File: src/rtl/fetch_sequencer.sv
// fetch_sequencer: program counter and fetch controller for the A/B accumulator pipeline.
// Handles branch redirects, load-use stalls, halt/resume and a saturating bubble counter.
`default_nettype none

module fetch_sequencer #(
  parameter int PC_WIDTH              = 10,
  parameter int unsigned RESET_VECTOR = 0,
  parameter int STALL_CYCLES          = 1
) (
  input  logic                iClock,
  input  logic                iReset_n,
  input  logic                iBranchTaken,
  input  logic [PC_WIDTH-1:0] iBranchTarget,
  input  logic                iLoadUseHazard,
  input  logic                iHalt,
  input  logic                iResume,
  output logic [PC_WIDTH-1:0] oPC,
  output logic                oFetchValid,
  output logic                oStall,
  output logic                oFlush,
  output logic [2:0]          oState,
  output logic [15:0]         oBubbleCount
);

  localparam logic [2:0] c_START    = 3'd0;
  localparam logic [2:0] c_RUN      = 3'd1;
  localparam logic [2:0] c_REDIRECT = 3'd2;
  localparam logic [2:0] c_STALL    = 3'd3;
  localparam logic [2:0] c_HALT     = 3'd4;

  localparam logic [PC_WIDTH-1:0] c_RESET_PC   = RESET_VECTOR[PC_WIDTH-1:0];
  localparam logic [PC_WIDTH-1:0] c_PC_ONE     = {{(PC_WIDTH-1){1'b0}}, 1'b1};
  localparam logic [2:0]          c_STALL_LOAD = 3'(STALL_CYCLES - 1);

  logic [2:0]          r_state;
  logic [PC_WIDTH-1:0] r_pc;
  logic                r_valid;
  logic                r_stall;
  logic                r_flush;
  logic [2:0]          r_cnt;
  logic [15:0]         r_bubble;

  logic [2:0]          w_state_nxt;
  logic [PC_WIDTH-1:0] w_pc_nxt;
  logic [PC_WIDTH-1:0] w_pc_inc;
  logic                w_valid_nxt;
  logic                w_stall_nxt;
  logic                w_flush_nxt;
  logic [2:0]          w_cnt_nxt;
  logic [15:0]         w_bubble_nxt;

  assign w_pc_inc = r_pc + c_PC_ONE;

  always_ff @(posedge iClock or negedge iReset_n) begin
    if (!iReset_n) begin
      r_state  <= c_START;
      r_pc     <= c_RESET_PC;
      r_valid  <= 1'b0;
      r_stall  <= 1'b0;
      r_flush  <= 1'b0;
      r_cnt    <= 3'd0;
      r_bubble <= 16'd0;
    end else begin
      r_state  <= w_state_nxt;
      r_pc     <= w_pc_nxt;
      r_valid  <= w_valid_nxt;
      r_stall  <= w_stall_nxt;
      r_flush  <= w_flush_nxt;
      r_cnt    <= w_cnt_nxt;
      r_bubble <= w_bubble_nxt;
    end
  end

  always_comb begin
    w_state_nxt = r_state;
    case (r_state)
      c_START:    w_state_nxt = c_RUN;
      c_RUN: begin
        if (iBranchTaken)        w_state_nxt = c_REDIRECT;
        else if (iHalt)          w_state_nxt = c_HALT;
        else if (iLoadUseHazard) w_state_nxt = c_STALL;
      end
      c_REDIRECT: w_state_nxt = c_RUN;
      c_STALL: begin
        if (iBranchTaken)        w_state_nxt = c_REDIRECT;
        else if (r_cnt == 3'd0)  w_state_nxt = c_RUN;
      end
      c_HALT: begin
        if (iResume)             w_state_nxt = c_RUN;
      end
      default:    w_state_nxt = c_START;
    endcase
  end

  // Next values of the registered outputs; every output is a flop.
  always_comb begin
    w_pc_nxt    = r_pc;
    w_valid_nxt = r_valid;
    w_stall_nxt = r_stall;
    w_flush_nxt = r_flush;
    w_cnt_nxt   = r_cnt;
    case (r_state)
      c_START: w_valid_nxt = 1'b1;
      c_RUN: begin
        if (iBranchTaken) begin
          w_pc_nxt    = iBranchTarget;
          w_flush_nxt = 1'b1;
          w_valid_nxt = 1'b0;
        end else if (iHalt) begin
          w_valid_nxt = 1'b0;
        end else if (iLoadUseHazard) begin
          w_stall_nxt = 1'b1;
          w_cnt_nxt   = c_STALL_LOAD;
        end else begin
          w_pc_nxt    = w_pc_inc;
        end
      end
      c_REDIRECT: begin
        w_flush_nxt = 1'b0;
        w_valid_nxt = 1'b1;
        w_pc_nxt    = w_pc_inc;
      end
      c_STALL: begin
        if (iBranchTaken) begin
          w_stall_nxt = 1'b0;
          w_pc_nxt    = iBranchTarget;
          w_flush_nxt = 1'b1;
          w_valid_nxt = 1'b0;
        end else if (r_cnt == 3'd0) begin
          w_stall_nxt = 1'b0;
          w_pc_nxt    = w_pc_inc;
        end else begin
          w_cnt_nxt   = r_cnt - 3'd1;
        end
      end
      c_HALT: begin
        w_valid_nxt = iResume;
      end
      default: ;
    endcase
  end

  assign w_bubble_nxt = (!r_valid && (r_state != c_START) && (r_bubble != 16'hFFFF))
                        ? r_bubble + 16'd1 : r_bubble;

  assign oPC          = r_pc;
  assign oFetchValid  = r_valid;
  assign oStall       = r_stall;
  assign oFlush       = r_flush;
  assign oState       = r_state;
  assign oBubbleCount = r_bubble;

endmodule

`default_nettype wire

File: config.mk
export PLATFORM = sky130hd
export DESIGN_NAME = fetch_sequencer
export DESIGN_NICKNAME = d
export VERILOG_FILES = /design/src/rtl/fetch_sequencer.sv
export SDC_FILE = /design/constraint.sdc
export NUM_CORES = 1
export LEC_CHECK = 0
export CAP_MARGIN = 20
export CORE_AREA = 2 2 68 70
export DETAILED_ROUTE_END_ITERATION = 7
export DIE_AREA = 0 0 70 72
export GPL_TIMING_DRIVEN = 0
export PLACE_DENSITY = 0.88
export SYNTH_ARGS = -nofsm -noshare
export SYNTH_HDL_FRONTEND = slang
export SYNTH_SLANG_ARGS = --single-unit
File: constraint.sdc
create_clock -name iClock -period 2.22 [get_ports iClock]
set_clock_uncertainty 0.1 [all_clocks]
set_input_delay 0.444 -clock iClock [delete_from_list [all_inputs] [get_ports iClock]]
set_output_delay 0.444 -clock iClock [all_outputs]
set_load 0.01 [all_outputs]
==> reports/qor.txt <==
Run status - finished, final reports clean
Post-synth EDFFs - 0
Worst path required time - 2.34 ns
1st-iter DRT viols - 106
Clock Power Share - 15.0%
Pin count of the biggest net entering global routing - 36
Slew @ Worst Pin - 0.790 ns
Count leader, synth - dfrtp_1
RSZ-0062 raised after global routing - false
Period minus WS final - 2.06 ns
R2R Path End - oPC[3]$_DFFE_PN0P_
Post-DP HPWL - 3590 um
Setup TNS - 0 ns
Crit path capture type - register
Synth Flop Type - dfrtp_1
Worst r2r path cells - 9
DR WL/cell - 15.7 um
Clock latency at the later pin of the worst-skew pair - 0.29 ns
Die area - 5040 um^2
Register-to-Register Setup Slack - 0.16 ns
P_int - 1.79 mW
Syn nets - 237
Die Height - 72 um
Peak VDD IR - 698 uV
Post-synthesis async set-or-reset flop share - 100%
DRT antenna net count - 0
Ant. Diodes - 0
Area grow syn2layout - 29.7%
Leakage - 1.11 nW
Reg power frac - 37.6%
Critical path origin - r_cnt[0]$_DFFE_PN0P_
Final Total Pwr - 2.98 mW
Rel. slew slack - 47.3%
Net Sw Frac - 39.9%
Number of synthesis warnings - 0
Buffers on Ports - 47
Pwr per Cell Area - 1090 nW/um^2
Final Slew Violations - 0
Fraction of layout cells with a size suffix above 1 - 11.4%
All-Layer GR Usage - 21.7%
Yosys cell types - 54
Max Clk Rate - 486 MHz
Mapped Cells - 217
Initial Utilization - 49.3%
First drt pass iteration count - 4
Yosys top cell by area - dfrtp_1
Share of the synthesized area in the top cell type - 41.6%
Min-Delay Path Class - in -> async
CP startpoint kind - register
Vias in the first global route - 1,886
CTS tree - done
First-pass GRT wire length - 8710 um
Top cells by count, synth - 35 x dfrtp_1, 18 x nand2_1, 13 x nor2_1, 13 x o21ai_0
Critical path type - reg -> reg
Residual DRC - 0
Final period util - 92.7%
Nets - 291
Via Count - 1,920
Crit path max fanout - 10
Flops & latches, synth - 35
Combinational power share - 47.4%
Synth Cell Area - 2100 um^2
Clock Path Buffers - 2
Core area - 4260 um^2
Final WL - 5100 um
Main area contributors after synthesis - dfrtp_1 42%, xnor2_1 3.3%, nand2_1 3.2%
Avg Inst Size Synth - 9.69 um^2
Grt ovf - 0
TritonCTS Sinks - 35
Root buffer cell - clkbuf_8
Maxcap violations - 0
Setup violators final - 0
Die width - 70 um
Clk slew on worst S/H paths - 0.07 ns
Sequential area share after synthesis - 41.6%
Routed vias/inst - 5.93
Final Hold Vio Count - 0
I/O Pins - 48
Initial antenna violation count - 0
Worst setup path endpoint - oPC[3]$_DFFE_PN0P_
Count of standard-cell rows - 24
TritonCTS buffer count - 5
Arrival @ worst endpoint - 2.18 ns
CTS H-tree depth - 2
# Post-CTS Setup Buffers - 0
Worst R2R Start - r_cnt[0]$_DFFE_PN0P_
Psw - 1.19 mW
GP Congestion - 0.782
==> stage by stage <==
step	area, um^2	setup WS [ns]	utilization [%]	instances	hold slack [ns]
2_1_floorplan	2100	0.272	-	217	0.0484
3_3_place_gp	2640	-0.188	61.9	316	0.384
3_5_place_dp	2630	-0.0661	61.8	316	0.394
4_1_cts	2720	0.0460	63.7	324	0.165
5_1_grt	2730	0.00354	64.0	324	0.192
6_report	2730	0.162	64.0	324	0.131
==> metal layers <==
| layer | vias up | global-route usage, % | wire length [um] |
|---|---|---|---|
| met3 | 10 | 5.69 | 328 |
| met2 | 64 | 37.6 | 2590 |
| met1 | 936 | 25.5 | 2070 |
| li1 | 910 | - | - |
| met5 | - | 0 | 0 |
| met4 | 0 | 9.83 | 110 |
==> logic make-up (layout without fill, tap and decap cells) <==
logic type               Yosys count  count (layout)  share of synthesized area, %
multiplexers                       9               9                          4.58
XOR/XNOR                           8               8                          3.33
AND/OR/NAND/NOR                   81              81                          23.3
buffers and inverters             20              75                          4.82
flip-flops                        35              35                          41.6
AO/OA/AOI/OAI                     60              60                          20.0
adder cells (fa/ha/maj)            4               4                          2.38
==> cell usage in the layout, fill, tap and decap left out, types with 6 or more instances in the layout <==
cell type and n:
nor2_1 13, nand3_1 10, dfrtp_1 35, o21ai_0 13
nand2_1 18, clkdlybuf4s50_1 46, xnor2_1 8, inv_1 10
nand4_1 6, a21oi_1 9
==> critical path: stages, from the launching register on <==
cell and delay, ns:
dfrtp_1 0.41, inv_1 0.08, ha_1 0.14, ha_1 0.13, buf_2 0.19, nand4bb_1 0.18, o311a_1 0.20, clkbuf_4 0.19
a21boi_0 0.21, a2bb2oi_1 0.16
==> cell type report <==
class | count | area (um^2)
Tap cell | 52 | 65.1
Clock inverter | 1 | 5.00
Multi-Input combinational cell | 162 | 1130
Inverter | 10 | 37.5
Clock buffer | 7 | 76.3
Buffer | 10 | 67.6
Timing Repair Buffer | 47 | 465
Fill cell | 359 | 1540
Sequential cell | 35 | 876
==> repair_timing <==
item                       4_1_cts  5_1_grt
resized for setup                0        5
setup endpoints to repair        0        9
hold buffers                     0        0
==> how the worst min path moves through the flow <==
| stage | end | cells after the start | slack [ns] |
|---|---|---|---|
| 3_5_place_dp | oStall$_DFFE_PN0P_ | 2 | 0.39 |
| 5_1_grt | r_cnt[2]$_DFFE_PN0P_ | 1 | 0.19 |
| 2_1_floorplan | oBubbleCount[0]$_DFFE_PN0P_ | 0 | 0.05 |
| 6_report | oBubbleCount[10]$_DFFE_PN0P_ | 1 | 0.13 |
| 4_1_cts | oBubbleCount[10]$_DFFE_PN0P_ | 1 | 0.16 |
| 3_3_place_gp | oStall$_DFFE_PN0P_ | 2 | 0.38 |
==> state kept, by name, summed over array words and instances, names as in the netlist <==
signal        flops
oFetchValid       1
oBubbleCount     16
oPC              10
r_cnt             3
oStall            1
oFlush            1
oState            3
==> power groups by stage <==
stage                     clock network, mW  logic, mW  registers (mW)
final                                 0.447       1.41            1.12
after floorplan                           0      0.738            1.15
after global placement                    0       1.36            1.11
after CTS                             0.456       1.41            1.11
after detailed placement                  0       1.40            1.12
after global routing                  0.486       1.53            1.16
Power figures use the tool's default switching activity.
